--- src/rtl/sdrc_app_arb_pkg.sv ---
// Shared definitions for the two-master SDRAM application-port arbiter:
// FSM state encodings and the default master count.
package sdrc_app_arb_pkg;

    // Number of application masters sharing the controller port
    localparam int NUM_MASTERS = 2;

    // Arbiter FSM states; IDLE is all-zero so a reset state reads as 0
    typedef enum logic [1:0] {
        ST_IDLE = 2'd0,
        ST_CMD  = 2'd1,
        ST_WR   = 2'd2,
        ST_RD   = 2'd3
    } arb_state_e;

endpackage

--- src/rtl/sdrc_rr_pick.sv ---
// Two-way round-robin pick: a lone requester wins, a tie goes to the
// master that was not granted last.
module sdrc_rr_pick (
    input  logic [1:0] req,
    input  logic       last,
    output logic       gnt
);

    // Tie resolves against the previous winner; otherwise pick whoever asks
    always_comb begin
        gnt = (req == 2'b11) ? ~last : req[1];
    end

endmodule

--- src/rtl/sdrc_app_arb.sv ---
// Arbitrates two application masters onto a single SDRAM controller request
// port and bus-width-converter data path. One burst at a time: grant in IDLE,
// present the command in CMD, then route write or read beats until the
// converter flags the last beat.
//
// Handshakes: m_req[i] is held by master i until it sees m_ack[i]; app_req is
// held in CMD until app_req_ack; a data beat transfers in any cycle where
// app_wr_next (WR) or app_rd_valid (RD) is high, and the beat carrying
// app_last_wr / app_last_rd ends the burst. There is no back-pressure from
// the masters on the data path.
module sdrc_app_arb
    import sdrc_app_arb_pkg::*;
#(
    parameter int APP_AW = 30,
    parameter int APP_DW = 32,
    parameter int APP_BW = 4,
    parameter int BL_W   = 8
) (
    input  logic                          clk,
    input  logic                          reset_n,

    // Master side
    input  logic [NUM_MASTERS-1:0]        m_req,
    input  logic [NUM_MASTERS*APP_AW-1:0] m_addr,
    input  logic [NUM_MASTERS*BL_W-1:0]   m_len,
    input  logic [NUM_MASTERS-1:0]        m_wr_n,
    output logic [NUM_MASTERS-1:0]        m_ack,
    input  logic [NUM_MASTERS*APP_DW-1:0] m_wr_data,
    input  logic [NUM_MASTERS*APP_BW-1:0] m_wr_en_n,
    output logic [NUM_MASTERS-1:0]        m_wr_next,
    output logic [APP_DW-1:0]             m_rd_data,
    output logic [NUM_MASTERS-1:0]        m_rd_valid,
    output logic [NUM_MASTERS-1:0]        m_done,

    // Controller request port
    output logic                          app_req,
    output logic [APP_AW-1:0]             app_req_addr,
    output logic [BL_W-1:0]               app_req_len,
    output logic                          app_req_wr_n,
    input  logic                          app_req_ack,

    // Bus-width converter write side
    output logic [APP_DW-1:0]             app_wr_data,
    output logic [APP_BW-1:0]             app_wr_en_n,
    input  logic                          app_wr_next,
    input  logic                          app_last_wr,

    // Bus-width converter read side
    input  logic [APP_DW-1:0]             app_rd_data,
    input  logic                          app_rd_valid,
    input  logic                          app_last_rd,

    output logic                          arb_err,
    output arb_state_e                    fsm_state
);

    arb_state_e      state;
    logic            grant;
    logic            last_grant;
    logic [BL_W-1:0] beat_cnt;
    logic [BL_W-1:0] len_q;
    logic            arb_err_q;

    logic            pick_gnt;
    logic [1:0]      grant_oh;
    logic            in_cmd;
    logic            in_wr;
    logic            in_rd;
    logic            wr_fire;
    logic            rd_fire;
    logic            burst_end;
    logic [BL_W-1:0] beat_nxt;

    logic [APP_AW-1:0] sel_addr;
    logic [BL_W-1:0]   sel_len;
    logic              sel_wr_n;

    sdrc_rr_pick u_rr_pick (
        .req  (m_req),
        .last (last_grant),
        .gnt  (pick_gnt)
    );

    // Decode state and select the granted master's request fields
    always_comb begin
        in_cmd    = (state == ST_CMD);
        in_wr     = (state == ST_WR);
        in_rd     = (state == ST_RD);
        grant_oh  = grant ? 2'b10 : 2'b01;
        sel_addr  = m_addr[int'(grant)*APP_AW +: APP_AW];
        sel_len   = m_len[int'(grant)*BL_W +: BL_W];
        sel_wr_n  = m_wr_n[grant];
        wr_fire   = in_wr & app_wr_next;
        rd_fire   = in_rd & app_rd_valid;
        burst_end = (wr_fire & app_last_wr) | (rd_fire & app_last_rd);
        beat_nxt  = beat_cnt + 1'b1;
    end

    // Route command, data and strobes to/from the granted master only
    always_comb begin
        app_req      = in_cmd;
        app_req_addr = in_cmd ? sel_addr : '0;
        app_req_len  = in_cmd ? sel_len : '0;
        app_req_wr_n = in_cmd & sel_wr_n;
        // Write data always follows the granted master; the converter only
        // samples it while it is asking for beats.
        app_wr_data  = m_wr_data[int'(grant)*APP_DW +: APP_DW];
        app_wr_en_n  = m_wr_en_n[int'(grant)*APP_BW +: APP_BW];
        m_ack        = (in_cmd & app_req_ack) ? grant_oh : 2'b00;
        m_wr_next    = wr_fire ? grant_oh : 2'b00;
        m_rd_valid   = rd_fire ? grant_oh : 2'b00;
        m_rd_data    = in_rd ? app_rd_data : '0;
        m_done       = burst_end ? grant_oh : 2'b00;
        arb_err      = arb_err_q;
        fsm_state    = state;
    end

    // Arbiter FSM: grant, command hand-off, beat counting and length check
    always_ff @(posedge clk or negedge reset_n) begin
        if (!reset_n) begin
            state      <= ST_IDLE;
            grant      <= 1'b0;
            last_grant <= 1'b1;
            beat_cnt   <= '0;
            len_q      <= '0;
            arb_err_q  <= 1'b0;
        end else begin
            case (state)
                ST_IDLE: begin
                    if (|m_req) begin
                        grant <= pick_gnt;
                        state <= ST_CMD;
                    end
                end
                ST_CMD: begin
                    // The request is committed once granted; m_req is not
                    // re-examined here.
                    if (app_req_ack) begin
                        beat_cnt <= '0;
                        len_q    <= sel_len;
                        state    <= sel_wr_n ? ST_RD : ST_WR;
                    end
                end
                ST_WR, ST_RD: begin
                    if (wr_fire || rd_fire) begin
                        beat_cnt <= beat_nxt;
                    end
                    // Return to IDLE only; the next grant is decided a cycle
                    // later so masters see a 2-cycle gap after m_done.
                    if (burst_end) begin
                        last_grant <= grant;
                        state      <= ST_IDLE;
                        if (beat_nxt != len_q) begin
                            arb_err_q <= 1'b1;
                        end
                    end
                end
                default: state <= ST_IDLE;
            endcase
        end
    end

endmodule

--- config.mk ---
export PLATFORM = sky130hd
export DESIGN_NAME = sdrc_app_arb
export DESIGN_NICKNAME = d
export VERILOG_FILES = /design/src/rtl/sdrc_app_arb_pkg.sv /design/src/rtl/sdrc_rr_pick.sv /design/src/rtl/sdrc_app_arb.sv
export SDC_FILE = /design/constraint.sdc
export NUM_CORES = 1
export LEC_CHECK = 0
export BUFFER_PORTS_ARGS = -buffer_cell sky130_fd_sc_hd__buf_2
export CORE_AREA = 3 3 121 123
export CTS_CLUSTER_DIAMETER = 60
export DETAILED_ROUTE_END_ITERATION = 12
export DIE_AREA = 0 0 124 126
export SYNTH_ARGS = -nofsm -noshare
export SYNTH_HDL_FRONTEND = slang
export SYNTH_SLANG_ARGS = --single-unit
--- constraint.sdc ---
create_clock -name clk -period 2.5 [get_ports clk]
set_input_delay 0.5 -clock clk [delete_from_list [all_inputs] [get_ports clk]]
set_output_delay 0.5 -clock clk [all_outputs]
set_load 0.01 [all_outputs]
==> out/metrics.sh, run 1 <==
RUN_STATUS='finished clean'
CLOCK_TREE_FROM_TRITONCTS='yes'
ANTENNA_FOUND_INITIAL=1
FINAL_LAYOUT_SIZE_SUFFIX_GT1_FRAC=0.614
FIRST_ITER_VIOLATIONS=108
FP.DIEAREA_SQ_MM=0.0156
RSZ0062_AT_GRT='no'
CHIPHEIGHT_UM=126
LEAKAGE_uW=0.00256
WORST_R2R_STARTPOINT='beat_cnt[0]'
POWER-PER-CELL-AREA_mW_PER_MM2=950
POST_CTS_SETUP_BUFFER_COUNT=0
PATH_CLASS='register to primary output'
SYNTH-SEQ-AREA-SHARE=0.213
DRT_WL_TOTAL_UM=13300
SYNTH.TOP_CELL.AREA_SHARE=0.203
CLOCK_PATH_BUFFERS=2
SYNTH-COMPOUND-AREA-SHARE=0.0952
NUM_ROWS=43
P_INT_uW=2110
POWER_SWITCHING_uW=1990
YOSYSUNIQUECELLTYPES=38
POST-PLACE-WS_NS=0.486
NUMBER_OF_PINS_WITH_NEGATIVE_MAX_SLEW_SLACK_IN_THE_FINAL_REPORT=0
POWER.SHARE.SEQUENTIAL=0.181
WHS_NS=0.201
SYNTHMUXAREASHARE=0.335
CAP_VIOLATIONS=0
SWITCHING_SHARE=0.485
SYNTH-WARNING-COUNT=0
PERIOD_NEEDED_NS=2.27
EFFECTIVE_UTILIZATION_AT_FLOORPLAN=0.179
RRSETUPSLACK_NS=0.54
VDD.IR_DROP.WORST_mV=0.325
POST_DRT_WL_PER_CELL_UM=16.9
VIAS_POST_DR=3331
FIRST_PASS_GRT_WIRE_LENGTH_UM=19300
TNS_NS=0
SYN_NETS=500
SYNTH.AVG_CELL_AREA_SQ_UM=8.02
SYNTH_ASYNC_SR_FLOP_SHARE=1.00
AREA_GROWTH_PCT=75.0
IO_PINS=310
WORST_SETUP_HOLD_PATH_CLK_SLEW_NS=0.06
CTS-HTREE-LEVELS=1
TIMING.SLEW.HEADROOM=0.674
SYNTH-EDFF-COUNT=0
DOMINANT_COMBINATIONAL_CELL_FAMILY_BY_AREA_AFTER_SYNTHESIS='multiplexers'
POST_SYNTHESIS_SIMPLE_GATE_AREA_FRACTION=0.259
SETUP_VIOLATIONS=0
SYNTH_CELLS=308
SYNTH-MAIN-FF-CELL='sky130_fd_sc_hd__dfrtp_1'
VIAS_PER_INST=4.23
LAYOUT.CELLS.NON_FILLER=787
NUMPORTBUFFERS=309
NUMBER_OF_HOLD_SLACK_VIOLATIONS_IN_THE_FINAL_TIMING_REPORT=0
WORST_SETUP_PATH_STARTPOINT='grant'
FLOORPLAN.CORE_AREA_SQ_MM=0.0138
SYN_AREA_SQ_MM=0.00247
YOSYS.AREA.TOP_TYPE='sky130_fd_sc_hd__dfrtp_1'
REGTOREGENDPOINT='arb_err'
ACTUAL_SLEW_AT_THE_WORST_MAX_SLEW_PIN_NS=0.488
GRT_START_MAX_NET_PINS=48
CTS-RESIZED-GATES=0
CTS_MADE_BUFFERS=3
COMB_POWER_SHARE=0.735
POST_CTS_HOLD_BUFFER_COUNT=0
CLOCK_SKEW_NS=0.00475
NUM-NETS-FINAL=799
WORST-R2R-CELL-COUNT=6
GP_CONGESTION=0.805
MAX_FREQ_GHz=0.440
WORSTPATHREQUIRED_NS=2.00
DIE-WIDTH_UM=124
CLOCK_SINK_COUNT=21
DRTPASS1ITERATIONS=4
STARTPOINT_KIND_OF_THE_WORST_SETUP_TIMING_PATH='register'
CRITICAL_PATH.ENDPOINT='app_req_addr[28]'
DETAILED_PLACE_HPWL_UM=11500
CP.ARRIVAL_NS=1.77
SYNTHADDERAREAFRAC=0.00507
NUMBER_OF_NETS_WITH_ANTENNA_VIOLATIONS_AFTER_DETAILED_ROUTING=0
YS_FF_LATCH=21
CLK-INSERTION-DELAY-LATE_NS=0.26
DRC=0
CTS_ROOT_BUF='sky130_fd_sc_hd__clkbuf_16'
PATH_MAX_FANOUT=31
FIRST_GLOBAL_VIAS=3276
PLACED_CELLS_INCL_TAPS=782
GRT_OVERFLOW_TOTAL=0
FIN_WORST_SETUP_SLACK_NS=0.229
POST_SYNTH_MAIN_AREA_CONTRIBUTORS='sky130_fd_sc_hd__dfrtp_1 (20%), sky130_fd_sc_hd__mux2_2 (17%), sky130_fd_sc_hd__mux2i_1 (17%)'
HP-CLASS='primary input to asynchronous set/reset pin'
TRACK_USAGE=0.161
CLKPWRFRAC=0.084
SETUP.WORST_PATH.END_CLASS='primary output'
FINAL_MIN_PERIOD_OVER_CLOCK_PERIOD=0.908
SYNTH-XOR-AREA-SHARE=0.0385
[state kept, by name, indices dropped and copies added (netlist names)]
signal	count
beat_cnt	8
len_q	8
fsm_state	2
arb_err	1
grant	1
last_grant	1
[kinds of logic after synthesis]
logic type,count (synthesis)
adders and majority gates,1
AOI/OAI and AO/OA,37
muxes,78
DFF,21
xor gates and xnor gates,10
buffers and inverters,32
and+or+nand+nor,129
[layout by cell type, fill, tap and decap left out, types with 2 or more instances in the layout]
cell type and count:
sky130_fd_sc_hd__buf_2 309, sky130_fd_sc_hd__nor2_1 49, sky130_fd_sc_hd__mux2i_1 41, sky130_fd_sc_hd__mux2_2 37, sky130_fd_sc_hd__and3_1 33, sky130_fd_sc_hd__nand2_1 20, sky130_fd_sc_hd__o21ai_0 19, sky130_fd_sc_hd__dfrtp_1 19
sky130_fd_sc_hd__buf_4 12, sky130_fd_sc_hd__nor3_1 6, sky130_fd_sc_hd__xnor2_1 6, sky130_fd_sc_hd__nand3_1 5, sky130_fd_sc_hd__a22o_1 5, sky130_fd_sc_hd__inv_1 4, sky130_fd_sc_hd__nand2b_1 4, sky130_fd_sc_hd__a21oi_1 4
sky130_fd_sc_hd__a21o_1 4, sky130_fd_sc_hd__xor2_1 3, sky130_fd_sc_hd__clkbuf_16 3, sky130_fd_sc_hd__nor2b_1 2
[final cells by class]
class	count	area (sq um)
fillers	1518	9450
multi-input cells	255	1810
inverters	4	15.0
clock buffers	3	75.1
clock inverters	1	5.00
flip-flops and latches	21	531
well taps	180	225
diodes	1	2.50
repair buffers	322	1660
[Yosys cell counts (2+ instances only)]
cell type                  instances
sky130_fd_sc_hd__nor3_1            6
sky130_fd_sc_hd__nor2b_1           2
sky130_fd_sc_hd__and3_1           33
sky130_fd_sc_hd__a22o_1            5
sky130_fd_sc_hd__nor2_1           49
sky130_fd_sc_hd__dfrtp_1          20
sky130_fd_sc_hd__o21ai_0          19
sky130_fd_sc_hd__nand3_1           5
sky130_fd_sc_hd__nand2b_1          5
sky130_fd_sc_hd__nand2_1          20
sky130_fd_sc_hd__mux2_2           37
sky130_fd_sc_hd__xor2_1            3
sky130_fd_sc_hd__mux2i_1          41
sky130_fd_sc_hd__xnor2_1           6
sky130_fd_sc_hd__a21o_1            4
sky130_fd_sc_hd__buf_1             2
sky130_fd_sc_hd__a21oi_1           4
sky130_fd_sc_hd__clkbuf_1         20
sky130_fd_sc_hd__inv_1             4
sky130_fd_sc_hd__buf_2             5
[worst max-delay path, stage by stage (launching register included)]
cell                      delay, ns
sky130_fd_sc_hd__dfrtp_4       0.65
sky130_fd_sc_hd__buf_12        0.26
sky130_fd_sc_hd__buf_4         0.18
sky130_fd_sc_hd__mux2i_1       0.19
sky130_fd_sc_hd__nor2_1        0.07
sky130_fd_sc_hd__buf_2         0.16
[metal layers]
metal / GRT usage / wire length [um]
met5: 0 / 0
met4: 0.0341 / 231
met3: 0.0543 / 1290
met2: 0.276 / 6750
met1: 0.195 / 5050
[power by group through the flow]
| stage | Sequential (uW) | Clock, uW | Combinational (uW) |
|---|---|---|---|
| finish | 741 | 344 | 3020 |
| global route | 774 | 375 | 3320 |
| CTS | 748 | 358 | 3060 |
| detailed placement | 752 | 0 | 3060 |
| global placement | 754 | 0 | 3050 |
| floorplan | 576 | 0 | 2000 |
[worst min-delay path by stage]
stage,endpoint,slack (ns),depth (start not counted)
final,beat_cnt[0],0.20,1
after global routing,beat_cnt[3],0.25,1
after CTS,beat_cnt[0],0.23,1
after detailed placement,len_q[4],0.50,2
after global placement,len_q[4],0.49,2
after floorplan,arb_err,0.20,0
[through the flow]
stage	instance area, sq um	total power, uW	util
detailed placement	4240	3810	0.308
finish	4320	4100	0.314
CTS	4320	4170	0.314
global route	4320	4470	0.314
global placement	4240	3800	0.308
floorplan	2470	2580	-
Note: power is estimated with default switching activity, not from simulation.
==> run 2: changes to the inputs <==
Settings changed: RECOVER_POWER set to 100.
==> run 2 against run 1 <==
First-iteration DRC count shrank 22%; clock-buffer cell count is the same; non-clock buffer count is the same; largest cell class unchanged.
==> out/metrics.sh, run 2 (same netlist as run 1, synthesis figures left out) <==
FIRST_PASS_GRT_WIRE_LENGTH_UM=19300
WORSTPATHREQUIRED_NS=2.00
CTS-HTREE-LEVELS=1
CHIPHEIGHT_UM=126
CLOCK_PATH_BUFFERS=2
HP-CLASS='primary input to asynchronous set/reset pin'
CAP_VIOLATIONS=0
NUMBER_OF_HOLD_SLACK_VIOLATIONS_IN_THE_FINAL_TIMING_REPORT=0
WORST-R2R-CELL-COUNT=5
REGTOREGENDPOINT='beat_cnt[3]'
CLOCK_SINK_COUNT=21
GRT_START_MAX_NET_PINS=48
LAYOUT.CELLS.MOST_COMMON='sky130_fd_sc_hd__buf_2'
FINAL_MIN_PERIOD_OVER_CLOCK_PERIOD=0.935
FP.DIEAREA_SQ_MM=0.0156
SETUP_VIOLATIONS=0
CLK-INSERTION-DELAY-LATE_NS=0.26
TIMING.SLEW.HEADROOM=0.219
FIRST_GLOBAL_VIAS=3276
VIAS_POST_DR=3345
CTS_MADE_BUFFERS=3
NUM-NETS-FINAL=799
CP_NUM_BUF_INV=2
MAX_FREQ_GHz=0.428
POST_DRT_WL_PER_CELL_UM=16.9
NUMBER_OF_PINS_WITH_NEGATIVE_MAX_SLEW_SLACK_IN_THE_FINAL_REPORT=0
ANTENNA_FOUND_INITIAL=1
POWER-PER-CELL-AREA_mW_PER_MM2=939
RSZ0062_AT_GRT='no'
POST_CTS_SETUP_BUFFER_COUNT=0
DRC=0
CRITICAL_PATH.MAX_STAGE_DELAY_NS=0.65
VIAS_PER_INST=4.25
DRT_WL_TOTAL_UM=13300
CP.ARRIVAL_NS=1.84
RUN_STATUS='finished clean'
CTS-RESIZED-GATES=0
NUM_ROWS=43
POSTLAYOUTCOREUTIL=0.304
WORST_SETUP_HOLD_PATH_CLK_SLEW_NS=0.06
RRSETUPSLACK_NS=0.30
FIRST_ITER_VIOLATIONS=84
AREA_GROWTH_PCT=69.4
DRTPASS1ITERATIONS=5
DIE-WIDTH_UM=124
LEAKAGE_uW=0.00220
DETAILED_PLACE_HPWL_UM=11500
GRT.BUSIEST_LAYER='met2'
WORSTPATHCELLLIST='clkbuf_2, mux2_1, buf_2'
GP_CONGESTION=0.805
GR-USAGE-MET2=0.276
IO_PINS=310
FLOORPLAN.CORE_AREA_SQ_MM=0.0138
MET1_USAGE=0.195
WORST_R2R_STARTPOINT='fsm_state[0]'
SETUP.WORST_PATH.END_CLASS='primary output'
VDD.IR_DROP.WORST_mV=0.325
GR-USAGE-MET3=0.0543
WHS_NS=0.461
CRITICAL-PATH-SLOWEST-CELL='sky130_fd_sc_hd__dfrtp_4'
TRACK_USAGE=0.161
EFFECTIVE_UTILIZATION_AT_FLOORPLAN=0.179
TOTAL_POWER_uW=3930
POST_CTS_HOLD_BUFFER_COUNT=0
PERIOD_NEEDED_NS=2.34
FINAL_LAYOUT_SIZE_SUFFIX_GT1_FRAC=0.429
CTS_ROOT_BUF='sky130_fd_sc_hd__clkbuf_16'
PATH_MAX_FANOUT=24
CLOCK_TREE_FROM_TRITONCTS='yes'
NUMPORTBUFFERS=309
ACTUAL_SLEW_AT_THE_WORST_MAX_SLEW_PIN_NS=1.17
CLOCK_SKEW_NS=0.00485
NUMBER_OF_NETS_WITH_ANTENNA_VIOLATIONS_AFTER_DETAILED_ROUTING=0
GRT_OVERFLOW_TOTAL=0
CPLARGESTDELAYFAMILY='flip-flops'
FINAL_CELL_MIX='sky130_fd_sc_hd__buf_2 (212), sky130_fd_sc_hd__clkbuf_1 (99), sky130_fd_sc_hd__nor2_1 (49)'
PATH_CLASS='register to primary output'
STARTPOINT_KIND_OF_THE_WORST_SETUP_TIMING_PATH='register'
TNS_NS=0
[run 2: worst reg2reg max path: stages, from the launching register on]
cell,delay (ns)
sky130_fd_sc_hd__dfrtp_1,0.60
sky130_fd_sc_hd__clkbuf_2,0.44
sky130_fd_sc_hd__mux2_1,0.55
sky130_fd_sc_hd__nor3_1,0.11
sky130_fd_sc_hd__a21o_2,0.20
sky130_fd_sc_hd__a22o_2,0.20
[run 2: cell type report]
class / count / area (sq um)
Tap cell: 180 / 225
Sequential cell: 21 / 531
Timing Repair Buffer: 322 / 1520
Clock buffer: 3 / 75.1
Multi-Input combinational cell: 255 / 1810
Clock inverter: 1 / 5.00
Fill cell: 1591 / 9590
Inverter: 4 / 15.0
Antenna cell: 1 / 2.50
[run 2: through the flow]
stage	std cells	cell area, sq um	setup slack (ns)
2_1_floorplan	308	2470	0.556
3_3_place_gp	782	4240	0.499
3_5_place_dp	782	4240	0.486
4_1_cts	786	4320	0.198
5_1_grt	787	4180	0.0682
6_report	787	4180	0.162
[run 2: per-layer routing]
layer	vias up	wire, um	share of wire
met4	0	231	0.017
met5	-	0	0
li1	1681	-	-
met2	132	6820	0.51
met1	1521	5070	0.38
met3	11	1200	0.090
[run 2: power breakdown]
| part | total [uW] | leakage [uW] | internal (uW) | switching, uW |
|---|---|---|---|---|
| combinational | 2840 | 0.00190 | 1230 | 1610 |
| clock | 345 | 0.0000409 | 215 | 130 |
| sequential | 742 | 0.000258 | 481 | 261 |
| total | 3930 | 0.00220 | 1920 | 2000 |
[run 2: how the worst max path moves through the flow]
stage	from	to	slack, ns	cells past startpoint
floorplan	fsm_state[1]	app_req_addr[16]	0.56	5
global placement	grant	app_wr_data[14]	0.50	3
detailed placement	grant	app_req_addr[28]	0.49	5
CTS	grant	app_req_addr[28]	0.20	5
global route	fsm_state[0]	m_rd_valid[0]	0.07	4
finish	grant	app_wr_data[16]	0.16	3
==> run 3: changes to the inputs <==
Settings changed: SETUP_SLACK_MARGIN set to 0.5.
==> run 3 against run 2 <==
Utilization increased by 2.1 points; combinational power is 20% higher; register-to-register slack better by 0.27 ns; worst setup slack better by 0.10 ns; largest cell class unchanged.
==> out/metrics.sh, run 3 (same netlist as run 1, synthesis figures left out) <==
RUN_STATUS='finished clean'
GP_CONGESTION=0.805
ACTUAL_SLEW_AT_THE_WORST_MAX_SLEW_PIN_NS=1.20
CTS-HTREE-LEVELS=1
PATH_CLASS='register to primary output'
CTS_ROOT_BUF='sky130_fd_sc_hd__clkbuf_16'
RSZ0062_AT_GRT='yes'
AREA_GROWTH_PCT=81.1
WORST_R2R_STARTPOINT='fsm_state[1]'
VIAS_PER_INST=4.28
DETAILED_PLACE_HPWL_UM=11500
VDD.IR_DROP.WORST_mV=0.330
DPL-INSTANCE-AREA_SQ_MM=0.00424
ANTENNA_FOUND_INITIAL=1
GRT_OVERFLOW_TOTAL=0
CLOCK_PATH_BUFFERS=2
CTS_MADE_BUFFERS=3
FIRST_ITER_VIOLATIONS=102
PATH_MAX_FANOUT=7
CLOCK_SINK_COUNT=21
CRITICAL-PATH-SLOWEST-CELL='sky130_fd_sc_hd__dfrtp_1'
LAYOUT.CELLS.MOST_COMMON='sky130_fd_sc_hd__buf_2'
FINAL_CELL_MIX='sky130_fd_sc_hd__buf_2 (207), sky130_fd_sc_hd__clkbuf_1 (98), sky130_fd_sc_hd__nor2_1 (45)'
TIMING.SLEW.HEADROOM=0.203
VIAS_POST_DR=3418
NUM_ROWS=43
PERIOD_NEEDED_NS=2.24
LEAKAGE_uW=0.00233
FINAL_LAYOUT_SIZE_SUFFIX_GT1_FRAC=0.456
HP-CLASS='primary input to asynchronous set/reset pin'
FIRST_PASS_GRT_WIRE_LENGTH_UM=19800
CAP_VIOLATIONS=0
FP.DIEAREA_SQ_MM=0.0156
IO_PINS=310
NUM-NETS-FINAL=811
STARTPOINT_KIND_OF_THE_WORST_SETUP_TIMING_PATH='register'
DRC=0
CLK-INSERTION-DELAY-LATE_NS=0.26
POST_CTS_HOLD_BUFFER_COUNT=0
POST_DRT_WL_PER_CELL_UM=17.2
DRTPASS1ITERATIONS=4
WORSTPATHCELLLIST='buf_6, buf_12, mux2_1, buf_6'
CP.ARRIVAL_NS=1.74
TNS_NS=0
WORST_SETUP_PATH_STARTPOINT='grant'
FINAL_DESIGN_AREA_NO_FILL_SQ_MM=0.00447
CLOCK_SKEW_NS=0.00271
FIRST_GLOBAL_VIAS=3339
TRACK_USAGE=0.166
CRITICAL_PATH.MAX_STAGE_DELAY_NS=0.63
CLOCK_TREE_FROM_TRITONCTS='yes'
EFFECTIVE_UTILIZATION_AT_FLOORPLAN=0.179
CPLARGESTDELAYFAMILY='flip-flops'
NUMBER_OF_NETS_WITH_ANTENNA_VIOLATIONS_AFTER_DETAILED_ROUTING=0
WORSTPATHREQUIRED_NS=2.00
WORST_SETUP_HOLD_PATH_CLK_SLEW_NS=0.06
MAX_FREQ_GHz=0.447
POWER-PER-CELL-AREA_mW_PER_MM2=990
FINAL_MIN_PERIOD_OVER_CLOCK_PERIOD=0.895
SETUP_VIOLATIONS=0
CHIPHEIGHT_UM=126
CRITICAL_PATH.MOST_COMMON_CELL='sky130_fd_sc_hd__buf_6'
DIE-WIDTH_UM=124
SETUP.WORST_PATH.END_CLASS='primary output'
POSTLAYOUTCOREUTIL=0.325
NUMBER_OF_HOLD_SLACK_VIOLATIONS_IN_THE_FINAL_TIMING_REPORT=0
DRT_WL_TOTAL_UM=13800
FLOORPLAN.CORE_AREA_SQ_MM=0.0138
NUMPORTBUFFERS=309
CP_NUM_BUF_INV=3
GRT_START_MAX_NET_PINS=48
FILLCELLCOUNT=1564
NUMBER_OF_PINS_WITH_NEGATIVE_MAX_SLEW_SLACK_IN_THE_FINAL_REPORT=0
[run 3: worst register-to-register path: cells and delay by family (launching register included)]
kind | cells | cell delay, ns
AO/OA/AOI/OAI | 2 | 0.40
buffers and inverters | 1 | 0.22
flip-flops | 1 | 0.39
multiplexers | 2 | 0.70
AND/OR/NAND/NOR | 1 | 0.11
[run 3: path summary, 6_finish.rpt]
kind / to / slack, ns / cells past startpoint
min reg2reg: last_grant / 0.51 / 1
min: beat_cnt[0] / 0.47 / 1
max reg2reg: beat_cnt[3] / 0.57 / 6
max in group asynchronous: beat_cnt[3] / 1.24 / 1
max: app_wr_data[2] / 0.26 / 4
min in group clk: last_grant / 0.51 / 1
[run 3: cell type report]
type                            count  area (sq um)  share of cell area
Sequential cell                    21           528               0.118
Antenna cell                        1          2.50            0.000560
Multi-Input combinational cell    255          1840               0.412
Inverter                            4          15.0             0.00336
Tap cell                          180           225              0.0504
Timing Repair Buffer              334          1780               0.398
Clock inverter                      1          5.00             0.00112
Clock buffer                        3          75.1              0.0168
[run 3: timing repair]
item | 4_1_cts | 5_1_grt
cloned | 2 | 0
gates resized for setup | 8 | 39
setup buffers | 5 | 5
pin swaps | 0 | 5
setup endpoints to repair | 93 | 74
[run 3: stage by stage]
| step | hold WS, ns | cells | setup WS (ns) | total power [uW] |
|---|---|---|---|---|
| 6_report | 0.472 | 799 | 0.263 | 4430 |
| 5_1_grt | 0.538 | 799 | 0.204 | 4810 |
| 4_1_cts | 0.227 | 793 | 0.405 | 4470 |
| 3_5_place_dp | 0.504 | 782 | 0.486 | 3810 |
| 3_3_place_gp | 0.493 | 782 | 0.499 | 3800 |
| 2_1_floorplan | 0.204 | 308 | 0.556 | 2580 |
[run 3: power by group]
part	internal (uW)	switching [uW]	total, uW
sequential	478	207	685
clock	215	131	346
combinational	1610	1780	3400
[run 3: metal layers]
metal / track usage / vias to the layer above / share of wire
met1: 0.201 / 1571 / 0.38
li1: - / 1707 / -
met4: 0.0322 / 0 / 0.017
met5: 0 / - / 0
met2: 0.286 / 129 / 0.51
met3: 0.0552 / 11 / 0.085
